===== config.mk =====
export PLATFORM = sky130hd
export DESIGN_NAME = load_store_unit_flat
export DESIGN_NICKNAME = d
export VERILOG_FILES = /design/src/rtl/lsu_pkg.sv /design/src/rtl/load_store_unit_if.sv /design/src/rtl/lsu_load_align.sv /design/src/rtl/load_store_unit.sv /design/src/flat_wrapper.sv
export SDC_FILE = /design/constraint.sdc
export NUM_CORES = 1
export LEC_CHECK = 0
export BUFFER_PORTS_ARGS = -buffer_cell sky130_fd_sc_hd__buf_4
export CAP_MARGIN = 5
export CORE_UTILIZATION = 30
export DETAILED_ROUTE_END_ITERATION = 10
export GPL_TIMING_DRIVEN = 0
export PLACE_DENSITY_LB_ADDON = 0.3
export SYNTH_ARGS = -nofsm -noshare
export SYNTH_HDL_FRONTEND = slang
export SYNTH_SLANG_ARGS = --single-unit

===== constraint.sdc =====
create_clock -name clk -period 3.26 [get_ports clk]
set_input_delay 0 -clock clk [delete_from_list [all_inputs] [get_ports clk]]
set_output_delay 0 -clock clk [all_outputs]
set_load 0.05 [all_outputs]

===== src/rtl/lsu_pkg.sv =====
// Load/store unit shared definitions: data widths, RV32I funct3 codes,
// FSM state encoding and the request legality/alignment check.
package lsu_pkg;

    localparam int unsigned XLEN   = 32;
    localparam int unsigned NBYTES = XLEN / 8;

    localparam logic [2:0] F3_LB  = 3'b000;
    localparam logic [2:0] F3_LH  = 3'b001;
    localparam logic [2:0] F3_LW  = 3'b010;
    localparam logic [2:0] F3_LBU = 3'b100;
    localparam logic [2:0] F3_LHU = 3'b101;
    localparam logic [2:0] F3_SB  = 3'b000;
    localparam logic [2:0] F3_SH  = 3'b001;
    localparam logic [2:0] F3_SW  = 3'b010;

    typedef enum logic [1:0] {
        ST_IDLE,
        ST_ISSUE,
        ST_WAIT,
        ST_RESP
    } lsu_state_e;

    // True when the request is an illegal funct3 for its direction or misaligned.
    // Unsigned loads share their size with the signed codes, so stores reject them.
    function automatic logic is_fault(input logic store, input logic [2:0] funct3,
                                      input logic [1:0] off);
        logic f;
        case (funct3)
            F3_LB:   f = 1'b0;
            F3_LH:   f = off[0];
            F3_LW:   f = (off != 2'b00);
            F3_LBU:  f = store;
            F3_LHU:  f = store | off[0];
            default: f = 1'b1;
        endcase
        return f;
    endfunction

endpackage


===== src/rtl/load_store_unit_if.sv =====
// Core request/response and memory bus bundle for the load/store unit.
//   master : requester/memory side (drives req_*, mem_rdata)
//   slave  : the load/store unit  (drives req_ready, resp_*, mem_* outputs)
interface load_store_unit_if;
    import lsu_pkg::*;

    logic              req_valid;
    logic              req_ready;
    logic              req_store;
    logic [2:0]        req_funct3;
    logic [XLEN-1:0]   req_addr;
    logic [XLEN-1:0]   req_wdata;
    logic              resp_valid;
    logic [XLEN-1:0]   resp_rdata;
    logic              resp_fault;
    logic [XLEN-1:0]   mem_addr;
    logic [XLEN-1:0]   mem_wdata;
    logic [NBYTES-1:0] mem_wmask;
    logic              mem_rstrb;
    logic [XLEN-1:0]   mem_rdata;

    modport master (
        output req_valid, req_store, req_funct3, req_addr, req_wdata, mem_rdata,
        input  req_ready, resp_valid, resp_rdata, resp_fault,
               mem_addr, mem_wdata, mem_wmask, mem_rstrb
    );

    modport slave (
        input  req_valid, req_store, req_funct3, req_addr, req_wdata, mem_rdata,
        output req_ready, resp_valid, resp_rdata, resp_fault,
               mem_addr, mem_wdata, mem_wmask, mem_rstrb
    );

endinterface


===== src/rtl/lsu_load_align.sv =====
// Load data alignment: shifts the addressed bytes of a memory word down to
// bit 0 and sign/zero-extends according to funct3.
//   funct3   : load size/sign code
//   byte_off : address bits [1:0]
//   word     : raw memory read word
//   data_c   : aligned, extended result (combinational)
module lsu_load_align
    import lsu_pkg::*;
(
    input  logic [2:0]      funct3,
    input  logic [1:0]      byte_off,
    input  logic [XLEN-1:0] word,
    output logic [XLEN-1:0] data_c
);

    logic [XLEN-1:0] shifted;

    always_comb begin
        shifted = word >> {byte_off, 3'b000};
        case (funct3)
            F3_LB:   data_c = {{24{shifted[7]}}, shifted[7:0]};
            F3_LH:   data_c = {{16{shifted[15]}}, shifted[15:0]};
            F3_LBU:  data_c = {24'h0, shifted[7:0]};
            F3_LHU:  data_c = {16'h0, shifted[15:0]};
            default: data_c = shifted;
        endcase
    end

endmodule


===== src/rtl/load_store_unit.sv =====
// RV32I load/store unit: accepts one request at a time, issues a single
// aligned memory access and returns a one-cycle response.
//   clk, reset : clock and synchronous active-high reset
//   bus        : core request/response and memory bus (slave side)
module load_store_unit
    import lsu_pkg::*;
(
    input  logic               clk,
    input  logic               reset,
    load_store_unit_if.slave   bus
);

    lsu_state_e        state_q, state_d;
    logic              store_q;
    logic [2:0]        funct3_q;
    logic [1:0]        off_q;
    logic              xfer_c;
    logic              fault_c;
    logic [XLEN-1:0]   st_wdata_c;
    logic [NBYTES-1:0] st_wmask_c;
    logic [XLEN-1:0]   ld_data_c;

    assign xfer_c  = bus.req_valid && (state_q == ST_IDLE);
    assign fault_c = is_fault(bus.req_store, bus.req_funct3, bus.req_addr[1:0]);

    // Store lane replication and byte enables from the incoming request.
    always_comb begin
        st_wdata_c = bus.req_wdata;
        st_wmask_c = {NBYTES{1'b1}};
        case (bus.req_funct3)
            F3_SB: begin
                st_wdata_c = {4{bus.req_wdata[7:0]}};
                st_wmask_c = 4'b0001 << bus.req_addr[1:0];
            end
            F3_SH: begin
                st_wdata_c = {2{bus.req_wdata[15:0]}};
                st_wmask_c = 4'b0011 << {bus.req_addr[1], 1'b0};
            end
            default: ;
        endcase
    end

    // Next-state logic.
    always_comb begin
        state_d = state_q;
        case (state_q)
            ST_IDLE:  if (xfer_c) state_d = fault_c ? ST_RESP : ST_ISSUE;
            ST_ISSUE: state_d = store_q ? ST_RESP : ST_WAIT;
            ST_WAIT:  state_d = ST_RESP;
            ST_RESP:  state_d = ST_IDLE;
            default:  state_d = ST_IDLE;
        endcase
    end

    always_ff @(posedge clk) begin
        if (reset) state_q <= ST_IDLE;
        else       state_q <= state_d;
    end

    lsu_load_align u_align (
        .funct3   (funct3_q),
        .byte_off (off_q),
        .word     (bus.mem_rdata),
        .data_c   (ld_data_c)
    );

    // Registered outputs; memory strobes are armed on the accept edge so they
    // are high during the ISSUE cycle only.
    always_ff @(posedge clk) begin
        if (reset) begin
            bus.req_ready  <= 1'b1;
            bus.resp_valid <= 1'b0;
            bus.resp_rdata <= '0;
            bus.resp_fault <= 1'b0;
            bus.mem_addr   <= '0;
            bus.mem_wdata  <= '0;
            bus.mem_wmask  <= '0;
            bus.mem_rstrb  <= 1'b0;
            store_q        <= 1'b0;
            funct3_q       <= 3'b000;
            off_q          <= 2'b00;
        end else begin
            bus.req_ready  <= (state_d == ST_IDLE);
            bus.resp_valid <= (state_d == ST_RESP);
            bus.resp_fault <= 1'b0;
            bus.mem_wmask  <= '0;
            bus.mem_rstrb  <= 1'b0;
            if (xfer_c) begin
                store_q  <= bus.req_store;
                funct3_q <= bus.req_funct3;
                off_q    <= bus.req_addr[1:0];
                if (fault_c) begin
                    bus.resp_fault <= 1'b1;
                end else begin
                    bus.mem_addr <= {bus.req_addr[XLEN-1:2], 2'b00};
                    if (bus.req_store) begin
                        bus.mem_wdata <= st_wdata_c;
                        bus.mem_wmask <= st_wmask_c;
                    end else begin
                        bus.mem_rstrb <= 1'b1;
                    end
                end
            end
            if (state_q == ST_WAIT) bus.resp_rdata <= ld_data_c;
        end
    end

endmodule


===== src/flat_wrapper.sv =====
// flat-port wrapper written by rule: the top's interface ports become plain ports
module load_store_unit_flat import lsu_pkg::*;
  (clk, reset, bus_req_valid, bus_req_store, bus_req_funct3, bus_req_addr, bus_req_wdata, bus_mem_rdata, bus_req_ready, bus_resp_valid, bus_resp_rdata, bus_resp_fault, bus_mem_addr, bus_mem_wdata, bus_mem_wmask, bus_mem_rstrb);
  load_store_unit_if bus_i ();
  input  logic clk;
  input  logic reset;
  input wire logic [$bits(bus_i.req_valid)-1:0] bus_req_valid;
  input wire logic [$bits(bus_i.req_store)-1:0] bus_req_store;
  input wire logic [$bits(bus_i.req_funct3)-1:0] bus_req_funct3;
  input wire logic [$bits(bus_i.req_addr)-1:0] bus_req_addr;
  input wire logic [$bits(bus_i.req_wdata)-1:0] bus_req_wdata;
  input wire logic [$bits(bus_i.mem_rdata)-1:0] bus_mem_rdata;
  output wire logic [$bits(bus_i.req_ready)-1:0] bus_req_ready;
  output wire logic [$bits(bus_i.resp_valid)-1:0] bus_resp_valid;
  output wire logic [$bits(bus_i.resp_rdata)-1:0] bus_resp_rdata;
  output wire logic [$bits(bus_i.resp_fault)-1:0] bus_resp_fault;
  output wire logic [$bits(bus_i.mem_addr)-1:0] bus_mem_addr;
  output wire logic [$bits(bus_i.mem_wdata)-1:0] bus_mem_wdata;
  output wire logic [$bits(bus_i.mem_wmask)-1:0] bus_mem_wmask;
  output wire logic [$bits(bus_i.mem_rstrb)-1:0] bus_mem_rstrb;
  assign bus_i.req_valid = bus_req_valid;
  assign bus_i.req_store = bus_req_store;
  assign bus_i.req_funct3 = bus_req_funct3;
  assign bus_i.req_addr = bus_req_addr;
  assign bus_i.req_wdata = bus_req_wdata;
  assign bus_i.mem_rdata = bus_mem_rdata;
  assign bus_req_ready = bus_i.req_ready;
  assign bus_resp_valid = bus_i.resp_valid;
  assign bus_resp_rdata = bus_i.resp_rdata;
  assign bus_resp_fault = bus_i.resp_fault;
  assign bus_mem_addr = bus_i.mem_addr;
  assign bus_mem_wdata = bus_i.mem_wdata;
  assign bus_mem_wmask = bus_i.mem_wmask;
  assign bus_mem_rstrb = bus_i.mem_rstrb;
  load_store_unit u_core (.clk(clk), .reset(reset), .bus(bus_i));
endmodule

==> metrics.txt <==
outcome completed; die area 17300 sq um; post-synthesis average cell area 8.73 sq um; Cell Int Power 2.93 mW; sequential share of the synthesized area 43.9%; final net count 959; clock tree from TritonCTS built; Worst-Skew Late Latency 350 ps; design area 7740 sq um; CTS max path bufs 2; Yosys top cell area share 43.9%; M2 GR Usage 31.6%; worst hold path type in -> reg; capturing point of the worst reg2reg path u_core.bus.mem_wdata[19]; clock power share 23.2%; Buffers on Ports 201; Lkg Pwr 3.15 nW; clock skew 8.99 ps; # IOs 207; via count 5099; Slew HR 54.3%; Syn Inst Count 575; placed cells 993; total power 4.89 mW; die height 131 microns; number of vias per cell 4.76; RSZ-0062 raised after global routing no; Post-Synthesis Cell Area 5020 sq um; Crit Reg-Reg Startpoint u_core.state_q[0]; drt first pass iters 4; clock slew at reported path FFs 70 ps; final wirelength 16800 microns; WHS Path Cells 3; GR peak layer met2; grt total ovfl 0; core box area 16100 sq um; post-route ant nets 0; initial drt markers 242; final instance count without filler cells 1072; first-pass GRT wire length 26500 microns; Tightest Pin Transition 686 ps; Hold Violations, Final 0; Final period util 70.9%; layout cells sized above 1 32.0%; TritonCTS buffer count 9; Residual DRC 0; Post-synth EDFFs 0; Placer Congestion 0.826; Final HPWL DP 12300 microns; pin count of the biggest net entering global routing 17; Main synth FF type dfxtp_1; cts repair resizes 0; Initial Utilization 31.2%; Hold EP u_core.bus.mem_wdata[9]; PwrDens 631 nW/um^2; Seq pwr share 34.0%; FP Rows 46; combinational share of power 42.7%; final worst path period need 2310 ps; Tot GR Track Use 19.3%; Post-CTS Hold Fix Bufs 64; Max VDD drop 0.303 mV; asr flop ratio synth 0%; CTS root buf clkbuf_16; Synth Register Bits 110; critical hold path startpoint bus_req_wdata[9]; Syn-to-layout area delta 54.2%; Sink Count 110; GR Util met3 5.94%; reg2reg setup slack 950 ps; top post-synthesis cells by area dfxtp_1 (44%), nand2_1 (9.6%), mux2i_1 (6.8%); critical path data required time 3560 ps; Yosys warning count 0; vias in the first global route 4985; Final Max Slew Viols 0; Crit Path Max Fanout 10; CP startpoint kind flip-flop; Crit path arrival time 2610 ps; final setup TNS 0 ps; Crit. End Element flip-flop; final setup violation count 0; post-CTS setup buffers 0; area leader, netlist dfxtp_1; met1 Use GR 24.2%; H-tree levels 3; P_sw 1.96 mW; Max Clk Rate 0.432 GHz; Final Core Density 48.1%; WL per Instance 15.6 microns; filler instances 1559; commonest non-fill, non-tap cell in the layout buf_4; commonest non-fill, non-tap cells in the layout buf_4 (210), nand2_1 (128), dfxtp_1 (110), dlygate4sd3_1 (64), a21oi_1 (62); initial antenna violation count 0; Sw Ratio 40.1%; Antenna diodes 0; Max-Cap Viols 0; dpl cell area 6800 sq um; Setup Crit Path Kind reg -> reg; worst reg2reg path depth 9; chip width 131 microns; synth unique cells 51
==> worst max path at each step <==
stage / start / to / cells past startpoint / slack, ps
4_1_cts: u_core.state_q[0] / u_core.bus.mem_wdata[19] / 9 / 990
2_1_floorplan: u_core.state_q[0] / u_core.bus.mem_wdata[20] / 8 / 1690
6_report: u_core.state_q[0] / u_core.bus.mem_wdata[19] / 9 / 950
3_3_place_gp: u_core.state_q[1] / u_core.bus.mem_addr[12] / 8 / 1370
3_5_place_dp: u_core.state_q[0] / u_core.bus.resp_rdata[27] / 6 / 1370
5_1_grt: u_core.state_q[1] / u_core.bus.mem_wdata[19] / 9 / 750
==> critical path, cell delays in order, from the launching register on <==
cell,delay (ps)
dfxtp_1,310
inv_1,110
ha_1,170
and2_1,110
buf_2,200
o2111a_1,270
buf_4,200
nor2_1,50
a311oi_1,240
dlygate4sd3_1,590
==> sequential cells by signal (all words and copies together) (netlist names) <==
| name | cells |
|---|---|
| u_core.bus.mem_wdata | 32 |
| u_core.bus.resp_rdata | 32 |
| u_core.bus.mem_addr | 30 |
| u_core.bus.mem_wmask | 4 |
| u_core.funct3_q | 3 |
| u_core.off_q | 2 |
| u_core.state_q | 2 |
| u_core.bus.mem_rstrb | 1 |
| u_core.bus.req_ready | 1 |
| u_core.bus.resp_fault | 1 |
| u_core.bus.resp_valid | 1 |
| u_core.store_q | 1 |
==> routing by layer <==
layer  part of all wire, %  vias up
met3                   7.5       22
met5                     0        -
met1                    44     2327
li1                      -     2552
met4                   1.8        0
met2                    47      198
==> area by class of cell <==
cell class / count / area [sq um] / area share, %
Multi-Input combinational cell: 408 / 2520 / 32.5
Sequential cell: 110 / 2200 / 28.4
Timing Repair Buffer: 265 / 2150 / 27.8
Buffer: 52 / 280 / 3.62
Tap cell: 216 / 270 / 3.49
Clock buffer: 12 / 256 / 3.31
Clock inverter: 3 / 43.8 / 0.565
Inverter: 6 / 22.5 / 0.291
==> logic make-up (layout without fill, tap and decap cells) <==
| logic type | after synthesis | in the layout | synth area share (%) |
|---|---|---|---|
| mux | 50 | 50 | 12.2 |
| simple gates | 209 | 209 | 17.2 |
| compound gates | 143 | 143 | 19.7 |
| fa+ha+maj | 4 | 4 | 0.997 |
| other cells | 1 | 2 | 0.0747 |
| flops | 110 | 110 | 43.9 |
| buf+inv | 58 | 338 | 6.03 |
==> cells in the mapped netlist, types with 2 or more instances <==
cell type,n
nand2_1,128
dfxtp_1,110
a21oi_1,62
nor2_1,52
mux2i_1,34
clkbuf_1,25
a211oi_1,18
nor3_1,12
o21ai_0,12
a211oi_2,10
a311oi_1,10
buf_2,10
buf_4,9
mux2_2,8
mux4_2,8
o211ai_1,8
o2bb2ai_1,7
inv_1,6
buf_6,5
ha_1,4
nor2b_1,3
buf_1,2
nand3b_1,2
nor4_1,2
o21bai_1,2
==> power by group through the flow <==
| stage | combinational, mW | clock (mW) | sequential [mW] |
|---|---|---|---|
| after floorplan | 0.798 | 0 | 2.31 |
| after global routing | 2.23 | 1.24 | 1.69 |
| after CTS | 2.10 | 1.17 | 1.66 |
| after detailed placement | 2.03 | 0 | 1.69 |
| final | 2.09 | 1.14 | 1.66 |
| after global placement | 2.02 | 0 | 1.69 |
==> per-stage QoR <==
stage	worst slack [ps]	hold slack, ps
3_3_place_gp	1370	243
4_1_cts	987	32.4
6_report	948	40.1
5_1_grt	745	55.2
3_5_place_dp	1370	246
2_1_floorplan	1690	79.3
No activity file was read; power rests on OpenSTA's default activity.
